File: src/rtl/tt_priority_pkg.sv
// Shared definitions for the priority-code decoder: field widths, the output
// FSM state type, and bit positions of the ui_in control fields and the
// uio_out status fields.
package tt_priority_pkg;

  localparam int CODE_W   = 3;
  localparam int ONEHOT_W = 8;

  typedef enum logic {
    IDLE = 1'b0,
    SHOW = 1'b1
  } state_t;

  // ui_in fields
  localparam int CODE_LSB    = 0;
  localparam int VALID_BIT   = 3;
  localparam int CLR_OVF_BIT = 4;
  localparam int FLUSH_BIT   = 5;

  // uio_out status fields
  localparam int ST_READY_BIT  = 0;
  localparam int ST_BUSY_BIT   = 1;
  localparam int ST_OVF_BIT    = 2;
  localparam int ST_EMPTY_BIT  = 3;
  localparam int ST_CODE_LSB   = 4;
  localparam int ST_ACTIVE_BIT = 7;

  function automatic logic [ONEHOT_W-1:0] code_to_onehot(input logic [CODE_W-1:0] code);
    return ONEHOT_W'(1) << code;
  endfunction

endpackage

File: src/rtl/priority_code_fifo.sv
// Synchronous FIFO of priority codes.
// Ports:
//   clk, rst      - clock, synchronous active-high reset
//   push, wr_data - write request; ignored while full (even if popping)
//   pop, rd_data  - read request; rd_data shows the head entry
//   flush         - empties the FIFO on the next edge; beats push/pop
//   full, empty   - derived from the registered occupancy count
//   count         - current occupancy
module priority_code_fifo
  import tt_priority_pkg::*;
#(
  parameter int DEPTH = 4
) (
  input  logic                       clk,
  input  logic                       rst,
  input  logic                       push,
  input  logic [CODE_W-1:0]          wr_data,
  input  logic                       pop,
  input  logic                       flush,
  output logic [CODE_W-1:0]          rd_data,
  output logic                       full,
  output logic                       empty,
  output logic [$clog2(DEPTH):0]     count
);

  localparam int PTR_W = $clog2(DEPTH);

  logic [CODE_W-1:0] mem [DEPTH];
  logic [PTR_W-1:0]  wr_ptr;
  logic [PTR_W-1:0]  rd_ptr;
  logic              push_ok;
  logic              pop_ok;

  assign full    = (count == (PTR_W+1)'(DEPTH));
  assign empty   = (count == '0);
  assign push_ok = push & ~full;
  assign pop_ok  = pop & ~empty;
  assign rd_data = mem[rd_ptr];

  always_ff @(posedge clk) begin
    if (push_ok && !flush && !rst) begin
      mem[wr_ptr] <= wr_data;
    end
  end

  always_ff @(posedge clk) begin
    if (rst || flush) begin
      wr_ptr <= '0;
      rd_ptr <= '0;
      count  <= '0;
    end else begin
      if (push_ok) wr_ptr <= wr_ptr + 1'b1;
      if (pop_ok)  rd_ptr <= rd_ptr + 1'b1;
      case ({push_ok, pop_ok})
        2'b10:   count <= count + 1'b1;
        2'b01:   count <= count - 1'b1;
        default: count <= count;
      endcase
    end
  end

endmodule

File: src/rtl/tt_um_priority_decoder.sv
// Priority-code decoder: buffers incoming 3-bit codes and shows each one as a
// one-hot byte on uo_out for HOLD_CYCLES cycles, back-to-back when queued.
// Ports:
//   clk, rst  - clock, synchronous active-high reset
//   ena       - low freezes all state
//   ui_in     - [2:0] code, [3] in_valid, [4] clear_ovf, [5] flush
//   uio_in    - unused
//   uo_out    - registered one-hot of the displayed code, 0 when idle
//   uio_out   - [0] in_ready [1] busy [2] overflow [3] empty
//               [6:4] displayed code [7] out_active
//   uio_oe    - all outputs
//
// state | meaning
// IDLE  | nothing displayed, uo_out = 0, waiting for a queued code
// SHOW  | a code is on uo_out; hold_cnt counts remaining cycles minus one
module tt_um_priority_decoder
  import tt_priority_pkg::*;
#(
  parameter int HOLD_CYCLES = 4,
  parameter int FIFO_DEPTH  = 4
) (
  input  logic       clk,
  input  logic       rst,
  input  logic       ena,
  input  logic [7:0] ui_in,
  input  logic [7:0] uio_in,
  output logic [7:0] uo_out,
  output logic [7:0] uio_out,
  output logic [7:0] uio_oe
);

  localparam logic [7:0] HOLD_LOAD = 8'(HOLD_CYCLES - 1);

  logic [CODE_W-1:0]       in_code;
  logic                    in_valid;
  logic                    clr_ovf;
  logic                    flush;

  logic [CODE_W-1:0]       fifo_head;
  logic                    fifo_full;
  logic                    fifo_empty;
  logic [$clog2(FIFO_DEPTH):0] fifo_count;
  logic                    fifo_push;
  logic                    fifo_pop;
  logic                    fifo_flush;

  state_t                  state, state_nxt;
  logic [7:0]              hold_cnt, hold_cnt_nxt;
  logic [ONEHOT_W-1:0]     onehot_q, onehot_nxt;
  logic [CODE_W-1:0]       disp_code, disp_code_nxt;
  logic                    ovf_q, ovf_nxt;
  logic                    ovf_set;

  logic                    unused_ok;
  assign unused_ok = ^{uio_in, ui_in[7:6], fifo_count};

  assign in_code  = ui_in[CODE_LSB +: CODE_W];
  assign in_valid = ui_in[VALID_BIT];
  assign clr_ovf  = ui_in[CLR_OVF_BIT];
  assign flush    = ui_in[FLUSH_BIT];

  // Flush beats push; the FIFO itself refuses pushes while full.
  assign fifo_push  = ena & in_valid & ~flush;
  assign fifo_flush = ena & flush;

  priority_code_fifo #(
    .DEPTH (FIFO_DEPTH)
  ) u_fifo (
    .clk     (clk),
    .rst     (rst),
    .push    (fifo_push),
    .wr_data (in_code),
    .pop     (fifo_pop),
    .flush   (fifo_flush),
    .rd_data (fifo_head),
    .full    (fifo_full),
    .empty   (fifo_empty),
    .count   (fifo_count)
  );

  // A dropped code on a flush cycle is not an overflow; set beats clear.
  assign ovf_set = ena & in_valid & fifo_full & ~flush;
  assign ovf_nxt = ovf_set | (ovf_q & ~(ena & clr_ovf));

  always_comb begin
    state_nxt     = state;
    hold_cnt_nxt  = hold_cnt;
    onehot_nxt    = onehot_q;
    disp_code_nxt = disp_code;
    fifo_pop      = 1'b0;

    if (ena) begin
      if (flush) begin
        state_nxt     = IDLE;
        hold_cnt_nxt  = '0;
        onehot_nxt    = '0;
        disp_code_nxt = '0;
      end else begin
        case (state)
          IDLE: begin
            if (!fifo_empty) begin
              fifo_pop      = 1'b1;
              state_nxt     = SHOW;
              hold_cnt_nxt  = HOLD_LOAD;
              onehot_nxt    = code_to_onehot(fifo_head);
              disp_code_nxt = fifo_head;
            end
          end
          SHOW: begin
            if (hold_cnt != '0) begin
              hold_cnt_nxt = hold_cnt - 8'd1;
            end else if (!fifo_empty) begin
              // Next code replaces the current one with no idle gap.
              fifo_pop      = 1'b1;
              hold_cnt_nxt  = HOLD_LOAD;
              onehot_nxt    = code_to_onehot(fifo_head);
              disp_code_nxt = fifo_head;
            end else begin
              state_nxt     = IDLE;
              onehot_nxt    = '0;
              disp_code_nxt = '0;
            end
          end
          default: state_nxt = IDLE;
        endcase
      end
    end
  end

  always_ff @(posedge clk) begin
    if (rst) begin
      state     <= IDLE;
      hold_cnt  <= '0;
      onehot_q  <= '0;
      disp_code <= '0;
      ovf_q     <= 1'b0;
    end else begin
      state     <= state_nxt;
      hold_cnt  <= hold_cnt_nxt;
      onehot_q  <= onehot_nxt;
      disp_code <= disp_code_nxt;
      ovf_q     <= ovf_nxt;
    end
  end

  always_comb begin
    uio_out                               = '0;
    uio_out[ST_READY_BIT]                 = ~fifo_full;
    uio_out[ST_BUSY_BIT]                  = (state == SHOW) | ~fifo_empty;
    uio_out[ST_OVF_BIT]                   = ovf_q;
    uio_out[ST_EMPTY_BIT]                 = fifo_empty;
    uio_out[ST_CODE_LSB +: CODE_W]        = disp_code;
    uio_out[ST_ACTIVE_BIT]                = (state == SHOW);
  end

  assign uo_out = onehot_q;
  assign uio_oe = 8'hFF;

endmodule
File: config.mk
export PLATFORM = sky130hd
export DESIGN_NAME = tt_um_priority_decoder
export DESIGN_NICKNAME = d
export VERILOG_FILES = /design/src/rtl/tt_priority_pkg.sv /design/src/rtl/priority_code_fifo.sv /design/src/rtl/tt_um_priority_decoder.sv
export SDC_FILE = /design/constraint.sdc
export NUM_CORES = 1
export LEC_CHECK = 0
export CORE_ASPECT_RATIO = 1.2
export CORE_UTILIZATION = 46
export DETAILED_ROUTE_END_ITERATION = 8
export GPL_TIMING_DRIVEN = 0
export HOLD_SLACK_MARGIN = 0.02
export PLACE_DENSITY = 0.75
export SLEW_MARGIN = 5
export SYNTH_ARGS = -nofsm -noshare
export SYNTH_HDL_FRONTEND = slang
export SYNTH_HIERARCHICAL = 1
export SYNTH_SLANG_ARGS = --single-unit
File: constraint.sdc
create_clock -name clk -period 2.55 [get_ports clk]
set_input_delay 0.51 -clock clk [delete_from_list [all_inputs] [get_ports clk]]
set_output_delay 0.51 -clock clk [all_outputs]
set_load 0.01 [all_outputs]
==> key figures, run 1 <==
Cells and area
  – Sequential cell area: 966 sq um
  – Share of cells above drive strength 1: 0.190
  – Filler instances: 380
  – Synth-to-Final Area Change: 25.4%
  – Number of antenna diodes: 0
  – Final cell count without fillers: 324
  – Layout net count: 294
  – Design area: 2680 sq um
  – Area occupied by multi-input gates: 1100 sq um

STA
  – Fin Clk Skew: 0.00703 ns
  – Fmax: 0.402 GHz
  – Slew of the pin with the lowest slew margin: 0.546 ns
  – Post-route fraction of the period consumed by the critical path: 0.976
  – Number of pins with negative max-slew slack in the final report: 0
  – Fin crit period: 2.49 ns
  – Final Hold Violating Endpoints: 0
  – Post-Route Hold Slack: 0.477 ns
  – Finish-stage setup viols: 0
  – Relative slew slack: 0.635

Global routing
  – Number of antenna violations at the first check in global routing: 0
  – Pin count of the biggest net entering global routing: 16
  – Number of global-route vias before repair: 1643
  – Wire length of the first global-routing pass: 7220 microns
  – Remaining global-route overflow: 0
  – Total track usage: 0.187

Routing
  – Post-detailed-routing wire length: 4350 microns
  – Number of search-and-repair iterations in the first detailed-routing pass: 4
  – Antenna-violating nets left: 0
  – Initial drt markers: 95
  – Routed WL per cell: 13.4 microns
  – Residual DRC: 0
  – Avg Vias per Cell: 5.53
  – Total via count after detailed routing: 1791

Clocking
  – Clock transition time at the flip-flop clock pins of the worst setup and hold paths: 0.09 ns
  – Cts bufs inserted: 5
  – Root buffer selected by CTS: sky130_fd_sc_hd__clkbuf_8
  – CTS H-tree lvls: 2
  – TritonCTS clock tree: done
  – Number of buffers between clock root and the deepest sink: 2
  – Clock latency reported for the late side of the worst-skew pair: 0.30 ns
  – CTS Sinks: 42

Yosys
  – Count of flip-flops with a built-in enable after synthesis: 12
  – Sequential share of the synthesized area: 0.449
  – Unique cell type count in the Yosys netlist: 49
  – Flip-flop and latch count after synthesis: 42
  – Avg Cell Area, Syn: 9.60 sq um
  – Top-count cell post-synth: sky130_fd_sc_hd__dfxtp_1
  – Post-synthesis instance area: 2140 sq um
  – Synthesized instance count: 223
  – Dominant cell type by area after synthesis: sky130_fd_sc_hd__dfxtp_1
  – Yosys top cell area share: 0.281
  – Yosys warning total: 6
  – Primary flip-flop cell chosen by synthesis mapping: sky130_fd_sc_hd__dfxtp_1
  – Async set or reset register ratio after synthesis: 0
  – Most area-consuming cells after synthesis: sky130_fd_sc_hd__dfxtp_1, sky130_fd_sc_hd__edfxtp_1, sky130_fd_sc_hd__a21oi_1
  – Most frequent cells after synthesis: sky130_fd_sc_hd__dfxtp_1, sky130_fd_sc_hd__a21oi_1, sky130_fd_sc_hd__nor2_1, sky130_fd_sc_hd__inv_1

Floorplanning
  – Die width: 64.3 microns
  – DIE AREA: 4930 sq um
  – Core Region: 4360 sq um
  – Die span in y: 76.7 microns
  – # IOs: 43
  – Effective utilization at floorplan: 0.491
  – Number of standard-cell rows in the floorplan: 26

Worst setup path
  – Worst flop-to-flop path startpoint: hold_cnt[0]
  – Most used cell, CP: sky130_fd_sc_hd__ha_4
  – Kind of start point of the critical path: register
  – Worst setup path endpoint: u_fifo/count[2]
  – WP data arrival: 2.72 ns
  – Cell with the largest stage delay on the worst path: sky130_fd_sc_hd__dfxtp_4
  – WP data required: 2.78 ns
  – R2R depth: 12
  – Critical Setup Path Class: reg -> reg
  – Peak per-stage delay on the critical path: 0.37 ns
  – Worst setup startpoint: hold_cnt[0]
  – Worst reg-to-reg setup slack: 0.06 ns
  – Critical path endpoint category: register
  – Reg-to-reg endpoint: u_fifo/count[2]
  – Worst-path maximum fanout: 5
  – CP cell instances: inv_2 -> ha_4 -> nor4b_4 -> a21oi_2 -> nor2_2 -> nor2b_4 -> ha_4 -> inv_1 -> fa_2 -> xor2_1 -> or3_1 -> a21oi_1

Min path
  – Class of the tightest hold or removal check: reg -> reg
  – Hold Path Stages: 2

Flow run
  – Max cap viols: 0

Placement
  – Cell count after placement: 310
  – Routability cong.: 0.874
  – DP Wirelength: 3110 microns
  – Cell Area, Placed: 2500 sq um
  – Number of buffers inserted by port buffering: 24

Status
  – Result of the run: completed

Power
  – VDD IR max: 0.409 mV
  – Leak Pwr: 0.958 nW
  – P per Cell Area: 467 nW/um^2
  – Power after layout: 0.00125 W
==> power by group <==
| group | switching (W) | leakage [nW] | internal, W |
|---|---|---|---|
| sequential | 0.00000413 | 0.351 | 0.000689 |
| clock | 0.000241 | 0.0408 | 0.000196 |
| combinational | 0.0000702 | 0.566 | 0.0000541 |
| total | 0.000315 | 0.958 | 0.000939 |
==> metal layers <==
metal / global-route usage / up-vias / part of all wire
li1: - / 881 / -
met1: 0.218 / 837 / 0.41
met2: 0.326 / 64 / 0.52
met3: 0.0357 / 9 / 0.047
met4: 0.0844 / 0 / 0.025
met5: 0 / - / 0
==> area by class of cell <==
type                    instances  share of cell area
well taps                      56              0.0261
plain buffers                  20              0.0466
repair buffers                 30               0.105
inverters                      13              0.0182
clock buffers                   5              0.0256
flip-flops and latches         42               0.360
multi-input cells             155               0.409
clock inverters                 3             0.00886
==> layout by cell type (no fill, tap or decap), drive strengths merged, types with 9 or more instances in the layout <==
cell type       n
inv            14
clkbuf         13
nor2           18
a21oi          20
buf            18
edfxtp         12
nand3           9
o21ai          19
clkdlybuf4s50  22
dfxtp          30
==> sequential cells by signal, indices dropped and copies added (netlist names), named ones only <==
name           flops
disp_code          3
u_fifo/rd_ptr      2
u_fifo/wr_ptr      2
state              1
u_fifo/mem        12
u_fifo/count       3
uo_out             8
hold_cnt           8
ovf_q              1
==> what timing repair did <==
item,CTS,global route
pin swaps,0,4
endpoints found under the setup margin,15,1
hold buffers,0,0
buffers inserted,1,5
resized for setup,9,3
==> worst max-delay path: cells and delay by family, from the launching register on <==
kind                       cells  cell delay [ns]
and+or+nand+nor                4             0.91
xor gates and xnor gates       1             0.16
DFF                            1             0.37
adders and majority gates      3             0.61
AOI/OAI and AO/OA              2             0.26
buffers and inverters          2             0.12
==> cells by family after synthesis <==
logic type,Yosys count,synth area share
AOI/OAI and AO/OA,57,0.162
xor gates and xnor gates,5,0.0205
adders and majority gates,8,0.0503
buffers and inverters,33,0.0812
DFF,42,0.449
muxes,3,0.0316
other,1,0.00175
and+or+nand+nor,74,0.204
==> per-stage QoR <==
| step | setup WS, ns | setup TNS, ns | util |
|---|---|---|---|
| floorplan | 0.0158 | 0 | - |
| global placement | -0.518 | -2.92 | 0.574 |
| detailed placement | -0.527 | -2.70 | 0.574 |
| CTS | 0.00923 | 0 | 0.604 |
| global route | -0.00293 | -0.00293 | 0.616 |
| finish | 0.0605 | 0 | 0.616 |
==> worst min path at each step <==
stage / startpoint / end / slack (ns)
global route: uo_out[4] / uo_out[4] / 0.50
finish: uo_out[3] / uo_out[3] / 0.48
global placement: uo_out[7] / uo_out[7] / 0.47
floorplan: u_fifo/rd_ptr[1] / register / 0.46
CTS: uo_out[2] / uo_out[2] / 0.48
detailed placement: uo_out[2] / uo_out[2] / 0.47
Note: power is estimated with default switching activity, not from simulation.
==> inputs of run 2 (changes only) <==
--- a/config.mk
+++ b/config.mk
@@ -7,11 +7,11 @@
 export LEC_CHECK = 0
 export CORE_ASPECT_RATIO = 1.2
 export CORE_UTILIZATION = 46
+export CTS_CLUSTER_DIAMETER = 100
 export DETAILED_ROUTE_END_ITERATION = 8
 export GPL_TIMING_DRIVEN = 0
 export HOLD_SLACK_MARGIN = 0.02
 export PLACE_DENSITY = 0.75
-export SLEW_MARGIN = 5
 export SYNTH_ARGS = -nofsm -noshare
 export SYNTH_HDL_FRONTEND = slang
 export SYNTH_HIERARCHICAL = 1
==> results of run 2 <==
No change in the layout: final DEF, timing and power equal those of run 1.
==> inputs of run 3 (changes only) <==
--- a/config.mk
+++ b/config.mk
@@ -9,6 +9,7 @@
 export CORE_UTILIZATION = 46
 export CTS_CLUSTER_DIAMETER = 100
 export DETAILED_ROUTE_END_ITERATION = 8
+export GPL_ROUTABILITY_DRIVEN = 0
 export GPL_TIMING_DRIVEN = 0
 export HOLD_SLACK_MARGIN = 0.02
 export PLACE_DENSITY = 0.75
==> results of run 3 <==
No change in the layout: final DEF, timing and power equal those of run 1.
